===== src/rtl/testsig_gen.sv =====
`timescale 1ns/1ps
// ---------------------------------------------------------------------------
// testsig_gen
//
// Programmable test-signal generator for the frequency-meter bench. A period
// counter running on sysclk produces a rectangular wave on sigout. Each period
// lasts P cycles: high for the first H cycles, then low. P and H come either
// from one of four presets (selected by testmode, H = P/2) or from a custom
// register pair loaded through a valid/ready handshake. New settings only take
// effect at period boundaries, so the output never carries a truncated pulse.
// A run is either a finite burst of burst_len periods or continuous
// (burst_len = 0). A continuous run ends after a stop request, once the current
// period has completed.
//
// Parameters
//   CNT_W      width of the period/high-time counters
//   PRESET0..3 preset periods in sysclk cycles for testmode 00..11
//   BURST_W    width of the burst counter
//
// Ports
//   sysclk       single clock
//   reset        asynchronous, active-high reset
//   testmode     preset select, used when use_custom = 0
//   use_custom   1 selects the custom period/high-time registers
//   cfg_period   custom period offer (cycles)
//   cfg_high     custom high-time offer (cycles)
//   cfg_valid    custom config offer
//   cfg_ready    config slot free; low while a config waits for a boundary
//   burst_len    periods per run, 0 = continuous
//   start        one-cycle start request (ignored while running)
//   stop         one-cycle stop request (ignored while idle)
//   sigout       generated signal
//   period_tick  high during the last cycle of every period
//   busy         high while a run is in progress
//   done         one-cycle pulse when a run ends
// ---------------------------------------------------------------------------
module testsig_gen #(
  parameter int          CNT_W   = 24,
  parameter int unsigned PRESET0 = 32000,
  parameter int unsigned PRESET1 = 16000,
  parameter int unsigned PRESET2 = 2000000,
  parameter int unsigned PRESET3 = 8000,
  parameter int          BURST_W = 16
) (
  input  logic               sysclk,
  input  logic               reset,
  input  logic [1:0]         testmode,
  input  logic               use_custom,
  input  logic [CNT_W-1:0]   cfg_period,
  input  logic [CNT_W-1:0]   cfg_high,
  input  logic               cfg_valid,
  output logic               cfg_ready,
  input  logic [BURST_W-1:0] burst_len,
  input  logic               start,
  input  logic               stop,
  output logic               sigout,
  output logic               period_tick,
  output logic               busy,
  output logic               done
);

  typedef enum logic {
    ST_IDLE = 1'b0,
    ST_RUN  = 1'b1
  } state_t;

  localparam logic [CNT_W-1:0] PRESET0_C = CNT_W'(PRESET0);
  localparam logic [CNT_W-1:0] PRESET1_C = CNT_W'(PRESET1);
  localparam logic [CNT_W-1:0] PRESET2_C = CNT_W'(PRESET2);
  localparam logic [CNT_W-1:0] PRESET3_C = CNT_W'(PRESET3);

  state_t               state_q, state_d;
  logic [CNT_W-1:0]     cnt_q, cnt_d;
  logic                 sigout_q, sigout_d;
  logic                 done_q, done_d;
  logic [BURST_W-1:0]   remain_q, remain_d;
  logic                 stop_q, stop_d;
  logic [1:0]           mode_q, mode_d;
  logic                 custom_sel_q, custom_sel_d;
  logic [CNT_W-1:0]     act_period_q, act_period_d;
  logic [CNT_W-1:0]     act_high_q, act_high_d;
  logic [CNT_W-1:0]     pend_period_q, pend_period_d;
  logic [CNT_W-1:0]     pend_high_q, pend_high_d;
  logic                 pend_q, pend_d;

  logic [CNT_W-1:0]     preset_period;
  logic [CNT_W-1:0]     eff_period;
  logic [CNT_W-1:0]     eff_high;
  logic [CNT_W-1:0]     period_last;
  logic [CNT_W-1:0]     cnt_inc;
  logic                 at_boundary;
  logic [CNT_W-1:0]     cap_period;
  logic [CNT_W-1:0]     cap_high_raw;
  logic [CNT_W-1:0]     cap_high;
  logic                 cfg_fire;
  logic                 run_end;

  // Effective (P,H) for the period in progress. The mode bits and the custom
  // registers are only ever updated at boundaries while running, so this pair
  // stays constant across a whole period.
  always_comb begin
    preset_period = PRESET0_C;
    case (mode_q)
      2'b00:   preset_period = PRESET0_C;
      2'b01:   preset_period = PRESET1_C;
      2'b10:   preset_period = PRESET2_C;
      default: preset_period = PRESET3_C;
    endcase
    eff_period  = custom_sel_q ? act_period_q : preset_period;
    eff_high    = custom_sel_q ? act_high_q : (preset_period >> 1);
    period_last = eff_period - CNT_W'(1);
    cnt_inc     = cnt_q + CNT_W'(1);
    at_boundary = (cnt_q == period_last);
  end

  // Clamp an offered custom config so the output always toggles:
  // at least two cycles per period, at least one high and one low cycle.
  always_comb begin
    cap_period   = (cfg_period < CNT_W'(2)) ? CNT_W'(2) : cfg_period;
    cap_high_raw = (cfg_high == '0) ? CNT_W'(1) : cfg_high;
    cap_high     = (cap_high_raw >= cap_period) ? (cap_period - CNT_W'(1))
                                                : cap_high_raw;
  end

  // The config slot is free unless a value is waiting for the next boundary.
  assign cfg_ready = ~pend_q;
  assign cfg_fire  = cfg_valid & cfg_ready;

  // Next-state logic. In IDLE the mode inputs and custom offers go straight to
  // the active registers, so a handshake on the start edge already shapes the
  // first period. In RUN everything that changes the waveform is deferred to
  // the boundary edge (cnt = P-1); a run that ends there drops any pending
  // config instead of applying it.
  always_comb begin
    state_d       = state_q;
    cnt_d         = cnt_q;
    sigout_d      = sigout_q;
    done_d        = 1'b0;
    remain_d      = remain_q;
    stop_d        = stop_q;
    mode_d        = mode_q;
    custom_sel_d  = custom_sel_q;
    act_period_d  = act_period_q;
    act_high_d    = act_high_q;
    pend_period_d = pend_period_q;
    pend_high_d   = pend_high_q;
    pend_d        = pend_q;
    run_end       = 1'b0;

    case (state_q)
      ST_IDLE: begin
        mode_d       = testmode;
        custom_sel_d = use_custom;
        cnt_d        = '0;
        sigout_d     = 1'b0;
        stop_d       = 1'b0;
        pend_d       = 1'b0;
        if (cfg_fire) begin
          act_period_d = cap_period;
          act_high_d   = cap_high;
        end
        if (start) begin
          state_d  = ST_RUN;
          remain_d = burst_len;
          cnt_d    = '0;
          sigout_d = 1'b1;
        end
      end

      ST_RUN: begin
        if (!at_boundary) begin
          cnt_d    = cnt_inc;
          sigout_d = (cnt_inc < eff_high);
          if (stop) begin
            stop_d = 1'b1;
          end
          if (cfg_fire) begin
            pend_period_d = cap_period;
            pend_high_d   = cap_high;
            pend_d        = 1'b1;
          end
        end else begin
          cnt_d   = '0;
          run_end = (remain_q == BURST_W'(1)) | stop_q | stop;
          if (remain_q != '0) begin
            remain_d = remain_q - BURST_W'(1);
          end
          if (run_end) begin
            state_d  = ST_IDLE;
            sigout_d = 1'b0;
            done_d   = 1'b1;
            pend_d   = 1'b0;
            stop_d   = 1'b0;
          end else begin
            sigout_d     = 1'b1;
            mode_d       = testmode;
            custom_sel_d = use_custom;
            if (pend_q) begin
              act_period_d = pend_period_q;
              act_high_d   = pend_high_q;
              pend_d       = 1'b0;
            end else if (cfg_fire) begin
              pend_period_d = cap_period;
              pend_high_d   = cap_high;
              pend_d        = 1'b1;
            end
          end
        end
      end

      default: begin
        state_d = ST_IDLE;
      end
    endcase
  end

  // State register. Reset leaves the custom registers at the smallest legal
  // waveform (P=2, H=1) so selecting custom mode without a handshake is safe.
  always_ff @(posedge sysclk or posedge reset) begin
    if (reset) begin
      state_q       <= ST_IDLE;
      cnt_q         <= '0;
      sigout_q      <= 1'b0;
      done_q        <= 1'b0;
      remain_q      <= '0;
      stop_q        <= 1'b0;
      mode_q        <= 2'b00;
      custom_sel_q  <= 1'b0;
      act_period_q  <= CNT_W'(2);
      act_high_q    <= CNT_W'(1);
      pend_period_q <= '0;
      pend_high_q   <= '0;
      pend_q        <= 1'b0;
    end else begin
      state_q       <= state_d;
      cnt_q         <= cnt_d;
      sigout_q      <= sigout_d;
      done_q        <= done_d;
      remain_q      <= remain_d;
      stop_q        <= stop_d;
      mode_q        <= mode_d;
      custom_sel_q  <= custom_sel_d;
      act_period_q  <= act_period_d;
      act_high_q    <= act_high_d;
      pend_period_q <= pend_period_d;
      pend_high_q   <= pend_high_d;
      pend_q        <= pend_d;
    end
  end

  // period_tick is combinational so that it drops together with busy when
  // reset is asserted, without waiting for a clock edge.
  assign busy        = (state_q == ST_RUN);
  assign period_tick = busy & at_boundary;
  assign sigout      = sigout_q;
  assign done        = done_q;

endmodule


===== config.mk =====
export PLATFORM = sky130hd
export DESIGN_NAME = testsig_gen
export DESIGN_NICKNAME = d
export VERILOG_FILES = /design/src/rtl/testsig_gen.sv
export SDC_FILE = /design/constraint.sdc
export NUM_CORES = 1
export LEC_CHECK = 0
export CAP_MARGIN = 30
export CORE_ASPECT_RATIO = 1.2
export CORE_MARGIN = 10
export CORE_UTILIZATION = 40
export CTS_BUF_LIST = sky130_fd_sc_hd__clkbuf_16
export CTS_CLUSTER_SIZE = 14
export DETAILED_ROUTE_END_ITERATION = 8
export PLACE_DENSITY = 0.57
export SLEW_MARGIN = 20
export SYNTH_ARGS = -nofsm -noshare
export SYNTH_HDL_FRONTEND = slang
export SYNTH_SLANG_ARGS = --single-unit

===== constraint.sdc =====
create_clock -name sysclk -period 6.9 [get_ports sysclk]
set_clock_uncertainty 0.2 [all_clocks]
set_input_delay 1.725 -clock sysclk [delete_from_list [all_inputs] [get_ports sysclk]]
set_output_delay 1.725 -clock sysclk [all_outputs]
set_load 0.01 [all_outputs]

==> After elaboration in Yosys (flattened, before gate mapping) <==
Cells that the tools add are included.
{ "totals": {"ram_bits": 0, "rom_bits": 0, "out_inout_bits": 5, "regBits": 144, "latchBits": 0, "n_memories": 0} }
{ "op_classes": {"bitwise": 6, "n_eq_ne": 15, "n_reduce_logical": 8, "n_lt_le_gt_ge": 3, "shift": 0, "add_sub_neg": 4, "muxes": 55, "div_mod_pow": 0, "n_mul": 0} }
{ "ops": {"columns": ["operator", "n"], "rows": [
  ["24-bit two-way mux", 22],
  ["24-bit case mux with 2 select lines", 3],
  ["21-bit case mux with 3 select lines", 1],
  ["16-bit two-way mux", 3],
  ["24-bit by 1-bit subtractor with 24-bit output (second input constant)", 2],
  ["16-bit case mux with 2 select lines", 1],
  ["24-bit by 1-bit adder with 24-bit output (second input constant)", 1],
  ["24-bit equality test", 1],
  ["24-bit greater-or-equal comparator", 1],
  ["24-bit zero test", 1],
  ["24-bit by 2-bit less-than comparator with 1-bit output (second input constant)", 1],
  ["24-bit less-than comparator", 1],
  ["1-bit two-way mux", 17],
  ["16-bit by 1-bit equality test with 1-bit output (second input constant)", 1],
  ["16-bit nonzero test", 1],
  ["16-bit by 1-bit subtractor with 16-bit output (second input constant)", 1],
  ["2-bit inequality test (second input constant)", 5],
  ["1-bit case mux with 2 select lines", 5],
  ["2-bit by 1-bit inequality test with 1-bit output (second input constant)", 3],
  ["3-bit by 2-bit inequality test with 1-bit output (second input constant)", 2],
  ["3-bit AND reduction", 2],
  ["2-bit two-way mux", 2],
  ["2-bit case mux with 2 select lines", 1],
  ["2-bit AND reduction", 2],
  ["8 further kinds", 11]
]} }

==> Depth between registers and ports, before layout <==
{ "depth": {"depth_word": 8, "depth_mapped": 19} }

==> Worst setup path before layout <==
No wires, ideal clock.
{ "synth_path": {"kind": "in2reg", "startpoint": "input cfg_period[13]", "endpoint": "register act_high_q[11]", "path_stages": 19, "t_arrival_ps": 5804, "slack_ps": 774, "setup_ps": 123, "path_cell_list": "or3_1 -> clkbuf_1 -> nor4_1 -> nand3_1 -> nand3b_1 -> o21ai_1 -> inv_1 -> ha_1 -> nand2b_1 -> a21o_1 -> a2111oi_0 -> or3_1 -> a21oi_1 -> o221ai_1 -> buf_1 -> buf_1 -> mux2i_1 -> nand2_1 -> o221a_2"} }
{ "synth_between": {"elab_chain_len": 6, "elab_cells_between_ends": 7, "cone_classes": "add/sub: 1; order compare: 2; mux: 4"} }
{ "synth_rtl": {"columns": ["element", "line_no", "text"], "rows": [
  ["start: declaration", "49", "input logic [CNT_W-1:0] cfg_period,"],
  ["24-bit by 2-bit less-than comparator with 1-bit output *", "119", "cap_period = (cfg_period < CNT_W'(2)) ? CNT_W'(2) : cfg_period;"],
  ["24-bit two-way mux *", "119", null],
  ["named net cap_period[0]", "92", "logic [CNT_W-1:0] cap_period;"],
  ["24-bit by 1-bit subtractor with 24-bit output / 24-bit greater-or-equal comparator (equally long branches)", "121", "cap_high = (cap_high_raw >= cap_period) ? (cap_period - CNT_W'(1))"],
  ["24-bit two-way mux *", "121", null],
  ["24-bit two-way mux *", "158", "if (cfg_fire) begin"],
  ["24-bit case mux with 2 select lines *", "150", "case (state_q)"],
  ["end signal: assignment", "244", "act_high_q <= act_high_d;"],
  ["end: declaration", "81", "logic [CNT_W-1:0] act_high_q, act_high_d;"]
]} }
The timed path passes the listed nets; every way through them passes the cells marked *. The select of a mux whose other input is x is not followed.
A chain may end at the register's enable or synchronous reset.

==> Final worst setup path <==
{ "layout_path": {"startpoint": "register custom_sel_q", "endpoint": "output period_tick"} }
{ "layout_between": {"elab_chain_len": 4} }
{ "layout_rtl": {"columns": ["element", "line_no", "text"], "rows": [
  ["start: declaration", "79", "logic custom_sel_q, custom_sel_d;"],
  ["start signal: assignment", "242", "custom_sel_q <= custom_sel_d;"],
  ["24-bit two-way mux", "109", "eff_period = custom_sel_q ? act_period_q : preset_period;"],
  ["24-bit by 1-bit subtractor with 24-bit output", "111", "period_last = eff_period - CNT_W'(1);"],
  ["24-bit equality test", "113", "at_boundary = (cnt_q == period_last);"],
  ["1-bit bitwise AND", "254", "assign period_tick = busy & at_boundary;"],
  ["end: declaration", "57", "output logic period_tick,"]
]} }
Every way passes these cells.

==> flow_metrics.py <==
metrics = {
    "sta": {
        "setup_total_neg_slack_ns": 0,
        "timing_max_transition_violations_final": 0,
        "max_slew.worst_pin.slew_ns": 0.924,
        "max_clock_freq_mhz": 160,
        "hold_viol": 0,
        "fin_worst_hold_slack_ns": 0.281,
        "period_needed_ns": 6.26,
        "total_setup_violations_reported_at_the_end_of_the_flow": 0,
        "unrepaired_setup_endpoints_after_global_routing": "no",
        "min_period_over_period": 0.907,
        "max_slew_margin": 0.382,
    },
    "logic_synthesis": {
        "yosys.area_share.adder": 0.0736,
        "mappedNetlistArea_mm2": 0.00969,
        "netlist_instances": 1078,
        "synth_enable_flop_cells": 0,
        "synth-seq-cells": 144,
        "post_synth_and_or_nand_nor_area_fraction": 0.220,
        "postSynthNetCount": 1207,
        "synth-seq-area-share": 0.372,
        "yosys-mux-area-fraction": 0.0439,
        "asyncSetResetFlopFracSynth": 1.00,
        "ys_types": 73,
        "share_of_the_synthesized_area_in_compound_gates_ao_oa_aoi_oai": 0.177,
        "yosys_synthesis_warning_count": 0,
        "synth_xor_area_frac": 0.0648,
        "dominant_combinational_cell_family_by_area_after_synthesis": "simple AND/OR/NAND/NOR gates",
        "synthesis.area_per_instance_um2": 8.99,
        "ys.flop_type": "sky130_fd_sc_hd__dfrtp_1",
    },
    "worst_setup_path": {
        "cpMaxStageDelayCell": "sky130_fd_sc_hd__dfrtp_2",
        "critPathMaxStageDelay_ns": 0.81,
        "worst_ep_arrival_ns": 4.33,
        "worstPathCellList": "nand2_1 -> ha_1 -> xnor2_1 -> a2111oi_0 -> and4_1 -> nand2_1 -> or4_4 -> nor4_4 -> nand3_1 -> nor2_1 -> clkdlybuf4s50_1",
        "timing.critical_path.required_ns": 4.97,
        "critical-path-top-cell-by-count": "sky130_fd_sc_hd__nand2_1",
        "worst_setup_path_start_kind": "flip-flop",
        "path_max_fanout": 34,
        "crit_end_element": "primary output",
        "worst-setup-path-type": "flip-flop to primary output",
    },
    "run_status": {
        "outcome": "complete, no violations",
    },
    "global_routing": {
        "groute.usage.overall": 0.176,
        "antenna_found_initial": 0,
        "first_global_vias": 7908,
        "grt_pass1_wl_mm": 43.7,
        "grt_start_max_net_pins": 98,
        "gr-total-overflow": 0,
    },
    "final_layout": {
        "antenna_cells": 0,
        "areaGrowthSynthToFinish_pct": 15.9,
        "final_net_count": 1241,
        "layout-drive-gt1-share": 0.102,
    },
    "flow_run": {
        "maxCapViolations": 0,
    },
    "clock_network": {
        "cts-hold-fix-buffers": 0,
        "cts_root_buf": "sky130_fd_sc_hd__clkbuf_16",
        "post_cts.repair.setup_buffers": 0,
        "cts_buffers": 17,
        "clock_insertion_delay_worst_skew_ns": 0.43,
        "htree_levels": 4,
        "cts-root-to-sink-buffers": 2,
        "tritoncts": "done",
        "clkTransAtPathRegs_ns": 0.07,
        "cts.sink_count": 144,
        "cts_repair_resized_insts": 0,
    },
    "floorplan": {
        "core_area_mm2": 0.0239,
        "starting_utilization_of_the_core_area": 0.406,
        "floorplan.die_area_mm2": 0.0309,
        "die_x_um": 162,
        "fp.dieH_um": 191,
        "num_rows": 62,
        "io_pins": 77,
    },
    "detailed_routing": {
        "drt_first_iter_violations": 634,
        "firstDrtPassIters": 5,
        "routed-via-count": 8128,
        "wirelength_mm": 27.2,
        "wl_per_cell_um": 18.9,
        "drcViolationCount": 0,
        "antenna_left": 0,
        "post_drt_via_cell_ratio": 5.62,
    },
    "power": {
        "power.ir.vdd_worst_mv": 0.155,
        "cellPowerDensity_mw_per_mm2": 253,
        "power.leakage_uw": 0.00500,
        "total_power_uw": 2840,
    },
    "placement": {
        "gp_congestion": 0.911,
        "dp.final_hpwl_mm": 20.3,
        "placement.io_buffers": 76,
    },
    "hold_path": {
        "min_path_type": "flip-flop to flip-flop",
    },
}
worst max-delay path, delay by kind of cell, from the launching register on:
kind            cells  cell delay (ns)
xor+xnor            1             0.13
compound gates      1             0.39
simple gates        7             1.68
fa+ha+maj           1             0.33
buf+inv             1             0.58
flops               1             0.81
stage by stage:
| step | worst slack (ns) | instance area, um2 | std cells | utilization |
|---|---|---|---|---|
| 6_report | 0.645 | 11200 | 1445 | 0.470 |
| 5_1_grt | 0.406 | 11200 | 1445 | 0.470 |
| 4_1_cts | 0.634 | 11200 | 1445 | 0.470 |
| 3_5_place_dp | 0.268 | 10700 | 1413 | 0.446 |
| 3_3_place_gp | 0.333 | 10700 | 1413 | 0.446 |
| 2_1_floorplan | 0.774 | 9690 | 1078 | - |
registers in the layout (all words and copies together), names as in the netlist:
register,cells
act_high_q,24
act_period_q,24
busy,1
cnt_q,24
custom_sel_q,1
done,1
mode_q,2
pend_high_q,24
pend_period_q,24
pend_q,1
remain_q,16
sigout,1
stop_q,1
layer usage:
metal / GRT usage / share of wire
met5: 0 / 0
met4: 0.0603 / 0.023
met3: 0.0279 / 0.038
met2: 0.280 / 0.47
met1: 0.237 / 0.47
power breakdown:
part / switching, uW / internal [uW]
Sequential: 154 / 1040
Combinational: 406 / 339
Clock: 419 / 479
Total: 979 / 1860
synth_stat cells, types with 6 or more instances:
master,n,area share
sky130_fd_sc_hd__or2_2,6,0.0039
sky130_fd_sc_hd__mux2i_1,38,0.039
sky130_fd_sc_hd__ha_1,57,0.074
sky130_fd_sc_hd__inv_1,37,0.014
sky130_fd_sc_hd__nand3_1,31,0.016
sky130_fd_sc_hd__o21ai_0,61,0.031
sky130_fd_sc_hd__nor4_1,22,0.014
sky130_fd_sc_hd__a21oi_1,33,0.017
sky130_fd_sc_hd__clkbuf_1,47,0.018
sky130_fd_sc_hd__buf_2,14,0.0072
sky130_fd_sc_hd__and3_1,39,0.025
sky130_fd_sc_hd__nor3_1,28,0.014
sky130_fd_sc_hd__o31ai_1,6,0.0046
sky130_fd_sc_hd__a211oi_1,8,0.0062
sky130_fd_sc_hd__dfrtp_1,142,0.37
sky130_fd_sc_hd__nand2_1,149,0.058
sky130_fd_sc_hd__a21o_1,10,0.0077
sky130_fd_sc_hd__xor2_1,26,0.023
sky130_fd_sc_hd__nor2b_1,13,0.0084
sky130_fd_sc_hd__xnor2_1,43,0.039
sky130_fd_sc_hd__nand2b_1,8,0.0052
sky130_fd_sc_hd__or3_1,16,0.010
sky130_fd_sc_hd__o221a_2,41,0.048
sky130_fd_sc_hd__o21ai_1,10,0.0052
sky130_fd_sc_hd__nand4_1,15,0.0097
sky130_fd_sc_hd__buf_4,10,0.0077
sky130_fd_sc_hd__nor2_1,62,0.024
final timing paths:
path                                                       to                          start  cells after the start  slack, ns
worst max-delay path                              period_tick       custom_sel_q$_DFFE_PP0P_                     11       0.64
worst min-delay path            pend_period_q[10]$_DFFE_PP0P_  pend_period_q[10]$_DFFE_PP0P_                      2       0.28
worst max register to register    act_period_q[8]$_DFFE_PP0P_       custom_sel_q$_DFFE_PP0P_                     12       2.01
worst min register to register  pend_period_q[10]$_DFFE_PP0P_  pend_period_q[10]$_DFFE_PP0P_                      2       0.28
max in group asynchronous       pend_period_q[23]$_DFFE_PP0P_                          reset                      3       3.96
min in group asynchronous                 cnt_q[16]$_DFF_PP0_                          reset                      2       1.52
layout by cell type, fill, tap and decap left out, types with 10 or more instances in the layout:
| master | n |
|---|---|
| sky130_fd_sc_hd__nand2_1 | 149 |
| sky130_fd_sc_hd__dfrtp_1 | 141 |
| sky130_fd_sc_hd__clkdlybuf4s50_1 | 76 |
| sky130_fd_sc_hd__nor2_1 | 62 |
| sky130_fd_sc_hd__o21ai_0 | 61 |
| sky130_fd_sc_hd__ha_1 | 57 |
| sky130_fd_sc_hd__xnor2_1 | 43 |
| sky130_fd_sc_hd__o221a_2 | 41 |
| sky130_fd_sc_hd__and3_1 | 39 |
| sky130_fd_sc_hd__mux2i_1 | 38 |
| sky130_fd_sc_hd__inv_1 | 37 |
| sky130_fd_sc_hd__a21oi_1 | 33 |
| sky130_fd_sc_hd__nand3_1 | 31 |
| sky130_fd_sc_hd__nor3_1 | 28 |
| sky130_fd_sc_hd__xor2_1 | 26 |
| sky130_fd_sc_hd__nor4_1 | 22 |
| sky130_fd_sc_hd__clkbuf_16 | 17 |
| sky130_fd_sc_hd__or3_1 | 16 |
| sky130_fd_sc_hd__nand4_1 | 15 |
| sky130_fd_sc_hd__nor2b_1 | 13 |
| sky130_fd_sc_hd__buf_4 | 12 |
| sky130_fd_sc_hd__o21ai_1 | 10 |
| sky130_fd_sc_hd__a21o_1 | 10 |
layout make-up:
type | instances | area [um2]
tap | 320 | 400
clock inverter | 15 | 144
clock buffer | 17 | 425
fill | 2398 | 12700
timing repair buffer | 89 | 871
inverter | 38 | 148
multi-input combinational | 822 | 5640
sequential | 144 | 3610
cells by family (layout without fill, tap and decap cells):
kind of cell,after synthesis,after routing
AOI/OAI and AO/OA,232,232
xor gates and xnor gates,70,70
adders and majority gates,57,57
buffers and inverters,112,159
DFF,144,144
muxes,42,42
and+or+nand+nor,421,421
(Power assumes the default switching activity.)
